### src/rtl/ex_result_buffer_pkg.sv
// Shared widths and status-flag packing for the execute/writeback boundary.
// Flag field per buffered entry is 4 bits: Z=0, V=1, C=2, N=3.
package ex_result_buffer_pkg;

  localparam int unsigned DATA_W_DEF = 32;
  localparam int unsigned RD_W_DEF   = 5;

  localparam int unsigned FLAG_W = 4;
  localparam int unsigned FLAG_Z = 0;
  localparam int unsigned FLAG_V = 1;
  localparam int unsigned FLAG_C = 2;
  localparam int unsigned FLAG_N = 3;

  typedef logic [FLAG_W-1:0] flags_t;

  function automatic flags_t pack_flags(input logic z, input logic v,
                                        input logic c, input logic n);
    flags_t f;
    f         = '0;
    f[FLAG_Z] = z;
    f[FLAG_V] = v;
    f[FLAG_C] = c;
    f[FLAG_N] = n;
    return f;
  endfunction

endpackage

### src/rtl/ex_fwd_match.sv
// Forwarding lookup: youngest valid write-enabled entry whose rd matches.
// Scans head (oldest) to tail-1 (youngest) so the last match wins.
module ex_fwd_match #(
  parameter int unsigned DEPTH  = 2,
  parameter int unsigned DATA_W = 32,
  parameter int unsigned RD_W   = 5
) (
  input  logic [DEPTH-1:0]         valid,
  input  logic [DEPTH-1:0]         wb_en,
  input  logic [RD_W-1:0]          rd     [DEPTH],
  input  logic [DATA_W-1:0]        result [DEPTH],
  input  logic [$clog2(DEPTH)-1:0] head,
  input  logic [RD_W-1:0]          fwd_rd,
  output logic                     hit_c,
  output logic [DATA_W-1:0]        data_c
);

  localparam int unsigned PTR_W = $clog2(DEPTH);

  logic [PTR_W-1:0] idx;

  always_comb begin
    hit_c  = 1'b0;
    data_c = '0;
    idx    = '0;
    for (int unsigned i = 0; i < DEPTH; i++) begin
      idx = head + PTR_W'(i);
      // r0 is hardwired zero in the register file and is never forwarded
      if (valid[idx] && wb_en[idx] && (rd[idx] == fwd_rd) && (fwd_rd != '0)) begin
        hit_c  = 1'b1;
        data_c = result[idx];
      end
    end
  end

endmodule

### src/rtl/ex_result_buffer.sv
// In-order result FIFO between ALU and writeback; commits status flags on pop
// and exposes a forwarding lookup over buffered results.
module ex_result_buffer
  import ex_result_buffer_pkg::*;
#(
  parameter int unsigned DATA_W = DATA_W_DEF,
  parameter int unsigned RD_W   = RD_W_DEF,
  parameter int unsigned DEPTH  = 2
) (
  input  logic                     clk,
  input  logic                     rst_n,
  input  logic                     flush,
  input  logic                     in_valid,
  output logic                     in_ready,
  input  logic [DATA_W-1:0]        in_result,
  input  logic                     in_zero,
  input  logic                     in_overflow,
  input  logic                     in_carry,
  input  logic                     in_negative,
  input  logic [RD_W-1:0]          in_rd,
  input  logic                     in_wb_en,
  input  logic                     in_set_flags,
  output logic                     out_valid,
  input  logic                     out_ready,
  output logic [DATA_W-1:0]        out_result,
  output logic [RD_W-1:0]          out_rd,
  output logic                     out_wb_en,
  output logic                     flag_z,
  output logic                     flag_v,
  output logic                     flag_c,
  output logic                     flag_n,
  output logic [$clog2(DEPTH):0]   count,
  input  logic [RD_W-1:0]          fwd_rd,
  output logic                     fwd_hit,
  output logic [DATA_W-1:0]        fwd_data
);

  localparam int unsigned PTR_W = $clog2(DEPTH);
  localparam int unsigned CNT_W = PTR_W + 1;

  logic [PTR_W-1:0]  head;
  logic [PTR_W-1:0]  tail;
  logic [DATA_W-1:0] result_mem [DEPTH];
  logic [RD_W-1:0]   rd_mem     [DEPTH];
  flags_t            flags_mem  [DEPTH];
  logic [DEPTH-1:0]  wb_mem;
  logic [DEPTH-1:0]  setf_mem;
  flags_t            flags_q;
  logic              push;
  logic              pop;
  logic [DEPTH-1:0]  slot_valid;
  logic [PTR_W-1:0]  off;

  // Handshake derived from registered occupancy only
  assign in_ready  = (count < CNT_W'(DEPTH));
  assign out_valid = (count != '0);
  assign push      = in_valid & in_ready;
  assign pop       = out_valid & out_ready;

  assign out_result = result_mem[head];
  assign out_rd     = rd_mem[head];
  assign out_wb_en  = wb_mem[head];

  assign flag_z = flags_q[FLAG_Z];
  assign flag_v = flags_q[FLAG_V];
  assign flag_c = flags_q[FLAG_C];
  assign flag_n = flags_q[FLAG_N];

  // Pointers, occupancy and committed flags; flush wins over push/pop
  always_ff @(posedge clk or negedge rst_n) begin
    if (!rst_n) begin
      head    <= '0;
      tail    <= '0;
      count   <= '0;
      flags_q <= '0;
    end else if (flush) begin
      head  <= '0;
      tail  <= '0;
      count <= '0;
    end else begin
      if (push) tail <= tail + PTR_W'(1);
      if (pop) begin
        head <= head + PTR_W'(1);
        if (setf_mem[head]) flags_q <= flags_mem[head];
      end
      case ({push, pop})
        2'b10:   count <= count + CNT_W'(1);
        2'b01:   count <= count - CNT_W'(1);
        default: count <= count;
      endcase
    end
  end

  // Entry storage needs no reset; validity comes from count
  always_ff @(posedge clk) begin
    if (push && !flush) begin
      result_mem[tail] <= in_result;
      rd_mem[tail]     <= in_rd;
      wb_mem[tail]     <= in_wb_en;
      setf_mem[tail]   <= in_set_flags;
      flags_mem[tail]  <= pack_flags(in_zero, in_overflow, in_carry, in_negative);
    end
  end

  // A slot is live if its distance from head is below occupancy
  always_comb begin
    slot_valid = '0;
    off        = '0;
    for (int unsigned s = 0; s < DEPTH; s++) begin
      off           = PTR_W'(s) - head;
      slot_valid[s] = ({1'b0, off} < count);
    end
  end

  ex_fwd_match #(
    .DEPTH  (DEPTH),
    .DATA_W (DATA_W),
    .RD_W   (RD_W)
  ) u_fwd (
    .valid  (slot_valid),
    .wb_en  (wb_mem),
    .rd     (rd_mem),
    .result (result_mem),
    .head   (head),
    .fwd_rd (fwd_rd),
    .hit_c  (fwd_hit),
    .data_c (fwd_data)
  );

endmodule

### config.mk
export PLATFORM = sky130hd
export DESIGN_NAME = ex_result_buffer
export DESIGN_NICKNAME = d
export VERILOG_FILES = /design/src/rtl/ex_result_buffer_pkg.sv /design/src/rtl/ex_fwd_match.sv /design/src/rtl/ex_result_buffer.sv
export SDC_FILE = /design/constraint.sdc
export NUM_CORES = 1
export LEC_CHECK = 0
export ABC_AREA = 1
export CAP_MARGIN = 20
export CORE_MARGIN = 2
export CORE_UTILIZATION = 47
export CTS_CLUSTER_DIAMETER = 30
export DETAILED_ROUTE_END_ITERATION = 12
export HOLD_SLACK_MARGIN = 0.12
export PLACE_DENSITY_LB_ADDON = 0.15
export REMOVE_ABC_BUFFERS = 1
export SKIP_LAST_GASP = 1
export SLEW_MARGIN = 0
export SYNTH_ARGS = -nofsm -noshare
export SYNTH_HDL_FRONTEND = slang
export SYNTH_HIERARCHICAL = 1
export SYNTH_SLANG_ARGS = --single-unit
### constraint.sdc
create_clock -name clk -period 7.9 [get_ports clk]
set_input_delay 1.975 -clock clk [delete_from_list [all_inputs] [get_ports clk]]
set_output_delay 1.975 -clock clk [all_outputs]
set_load 0.05 [all_outputs]
==> impl_results.md <==
* Initial antenna violation count at 0
* Area added between synthesis and finish at 30.04%
* Cts hold-fix bufs at 0
* Share of the yosys chip area belonging to registers at 0.5298
* Fin crit period at around 7.1 ns
* Gpl congestion at 0.8162
* First-pass GRT wire length at between 20000 and 25000 um
* # rows at 38
* Worst slack, placed at ~0.89 ns
* Post-synth top area share at 0.4917
* Startpoint type of the worst setup path: input pin
* Starting density of the core at 0.4824
* Flop and latch count out of synthesis at 94
* Vias in the first global route at 4675
* Die area at between 10000 and 15000 um2
* Setup Buffers After CTS at 0
* Later-pin clock latency in the skew report at ~0.36 ns
* Fin crit share at 0.8965
* Hold crit path type: flip-flop to flip-flop
* Placed Cells at 880
* Share of layout cells above drive strength 1 at 0.05291
* # resized after CTS at 0
* Cells after synthesis at 645
* Distinct cells, synth at 25
* Drt wl/cell at 15.48 um
* Final count of negative-setup-slack endpoints at 0
* Drt initial violations at about 370
* Async SR Flop Fraction at 0.08511
* Hold Violations, Final at 0
* Cell Area, Synth at around 5300 um2
* Max clock buf depth at 2
* H-tree levels at 3
* Critical Path RT at between 5 and 6 ns
* Maxcap violations at 0
* I/O Pins at roughly 130
* WP data arrival at just over 5 ns
* Num CTS Buffers at 9
* Post-route ant nets at 0
* Port Buffers at approximately 130
* Drt drc at 0
* Synth top area cells: edfxtp_1 49%, nand2_1 18%, o21ai_0 6.3%, nand4_1 4.0%, dfrtp_1 3.8%
* Post-Layout Cell Count at between 800 and 900
* Average via count per standard cell at roughly 5.4
* TritonCTS clock tree: yes
* Nets at roughly 800
* Actual slew at the worst max-slew pin at 0.9589 ns
* RSZ-0062 raised after global routing: no
* Dominant cell by count in the synthesized netlist: nand2_1
* # diodes at 0
* Die span in y at between 100 and 150 um
* Crit end category: output port
* EDFF count, synth at 86
* First-pass iteration count of the detailed router at 5
* Dominant synthesized flop cell: edfxtp_1
* Largest net degree at the start of global routing at 84
* Aggregate global routing overflow at 0
* Post-DP HPWL at 8872 um
* Avg Inst Size Synth at 8.143 um2
* Clock transition at path regs at about 0.09 ns
* Kind of critical path: input pin to output port
* Root buffer cell: clkbuf_8
* Synth cell count leaders: 246 x nand2_1, 86 x edfxtp_1, 66 x o21ai_0
* Status: finished clean
* PD cells at 222.2 nW/um2
* Final worst setup slack at slightly above 0.8 ns
* Slew margin rel. at 0.3592
* Max Clk Rate at 141.2 MHz
* GRT Overall Usage at 0.2330
* Die X at 109.7 um
* Clock Skew at between 0.005 and 0.006 ns
* Fin. max-slew vios at 0
* Yosys top cell by area: edfxtp_1
* Yosys warns at 6
* TNS Setup at 0 ns
* Maximum VDD drop at about 0.00015 V
* Total Wirelength at about 14000 um
* Crit path max fanout at 43
* Clk sinks at 94
* Core region area at around 11000 um2
* Total number of vias at slightly below 5000
* Leakage power at approximately 0.0028 uW
## path summary, 6_finish.rpt
kind                                 start            end  slack, ns  cells after the start
worst max-delay path             fwd_rd[4]   fwd_data[19]       0.82                      9
worst min-delay path            flags_q[2]     flags_q[2]       0.50                      2
worst max register to register    count[1]  result_mem[5]       5.68                      4
worst min register to register  flags_q[2]     flags_q[2]       0.50                      2
max in group asynchronous            rst_n           head       5.69                      1
min in group asynchronous            rst_n           head       1.89                      1
## area by class of cell
class,count,area (um2)
Fill cell,907,4058
Clock buffer,11,151.4
Tap cell,140,175.2
Sequential cell,94,2786
Multi-Input combinational cell,461,2088
Clock inverter,5,81.33
Timing Repair Buffer,136,1361
Inverter,49,186.4
## cells in the final DEF (no fill, tap or decap)
cell type	synthesis	routed
nand2_4	1	1
inv_1	46	46
clkinvlp_4	0	1
inv_2	2	2
o21ai_1	5	5
dfrtp_4	0	1
clkinv_4	0	1
clkdlybuf4s50_1	0	131
mux2i_1	4	4
nand4_1	34	34
o21ai_0	66	66
nand2_1	246	246
nand3_2	0	1
edfxtp_1	86	86
nand2_2	4	4
nand3_4	1	1
nand3_1	20	19
nor2_1	39	37
bufinv_16	0	2
dfrtp_1	8	7
clkbuf_8	0	11
a21oi_1	33	33
o21bai_1	1	1
clkinv_2	0	1
nor2_2	5	2
o22ai_1	1	1
buf_12	0	1
inv_4	1	1
buf_4	4	4
nor2_4	1	6
## kinds of logic (layout without fill, tap and decap cells)
group,count (synthesis),after routing,share of synthesized area
AND/OR/NAND/NOR,351,351,0.2816
AO/OA/AOI/OAI,106,106,0.1017
multiplexers,4,4,0.007623
buffers and inverters,90,201,0.07932
flip-flops,94,94,0.5298
## state kept, by name (all words and copies together) (netlist names)
name / flops
setf_mem: 2
tail: 1
head: 1
flags_mem: 8
count: 2
flags_q: 4
result_mem: 64
rd_mem: 10
wb_mem: 2
## power breakdown
part           switching (uW)  internal, uW  total [uW]
Sequential               29.5           583         612
Combinational             376           165         541
Clock                     169           196         365
## per-stage QoR
stage / util / hold slack [ns] / instance area, um2 / total power [uW]
finish: 0.6273 / 0.4973 / 6830 / 1518
global route: 0.6273 / 0.5282 / 6830 / 1592
global placement: 0.6060 / 0.4731 / 6598 / 1152
floorplan: - / 0.4580 / 5022 / 970.7
CTS: 0.6273 / 0.5043 / 6830 / 1525
detailed placement: 0.6060 / 0.4819 / 6598 / 1163
## critical path, cell delays in order
cell and delay (ns):
clkdlybuf4s50_1 0.51, inv_1 0.09, nand3_1 0.10, nand2_1 0.06, nor2_1 0.13, nand3_2 0.71, buf_12 0.45, a21oi_1 0.20
clkdlybuf4s50_1 0.84
## metal layers
metal,track usage,vias up,part of all wire
li1,-,2355,-
met1,0.2852,2276,0.40
met2,0.3920,210,0.51
met3,0.06283,26,0.074
met4,0.09132,0,0.018
met5,0,-,0
(Power assumes the default switching activity.)
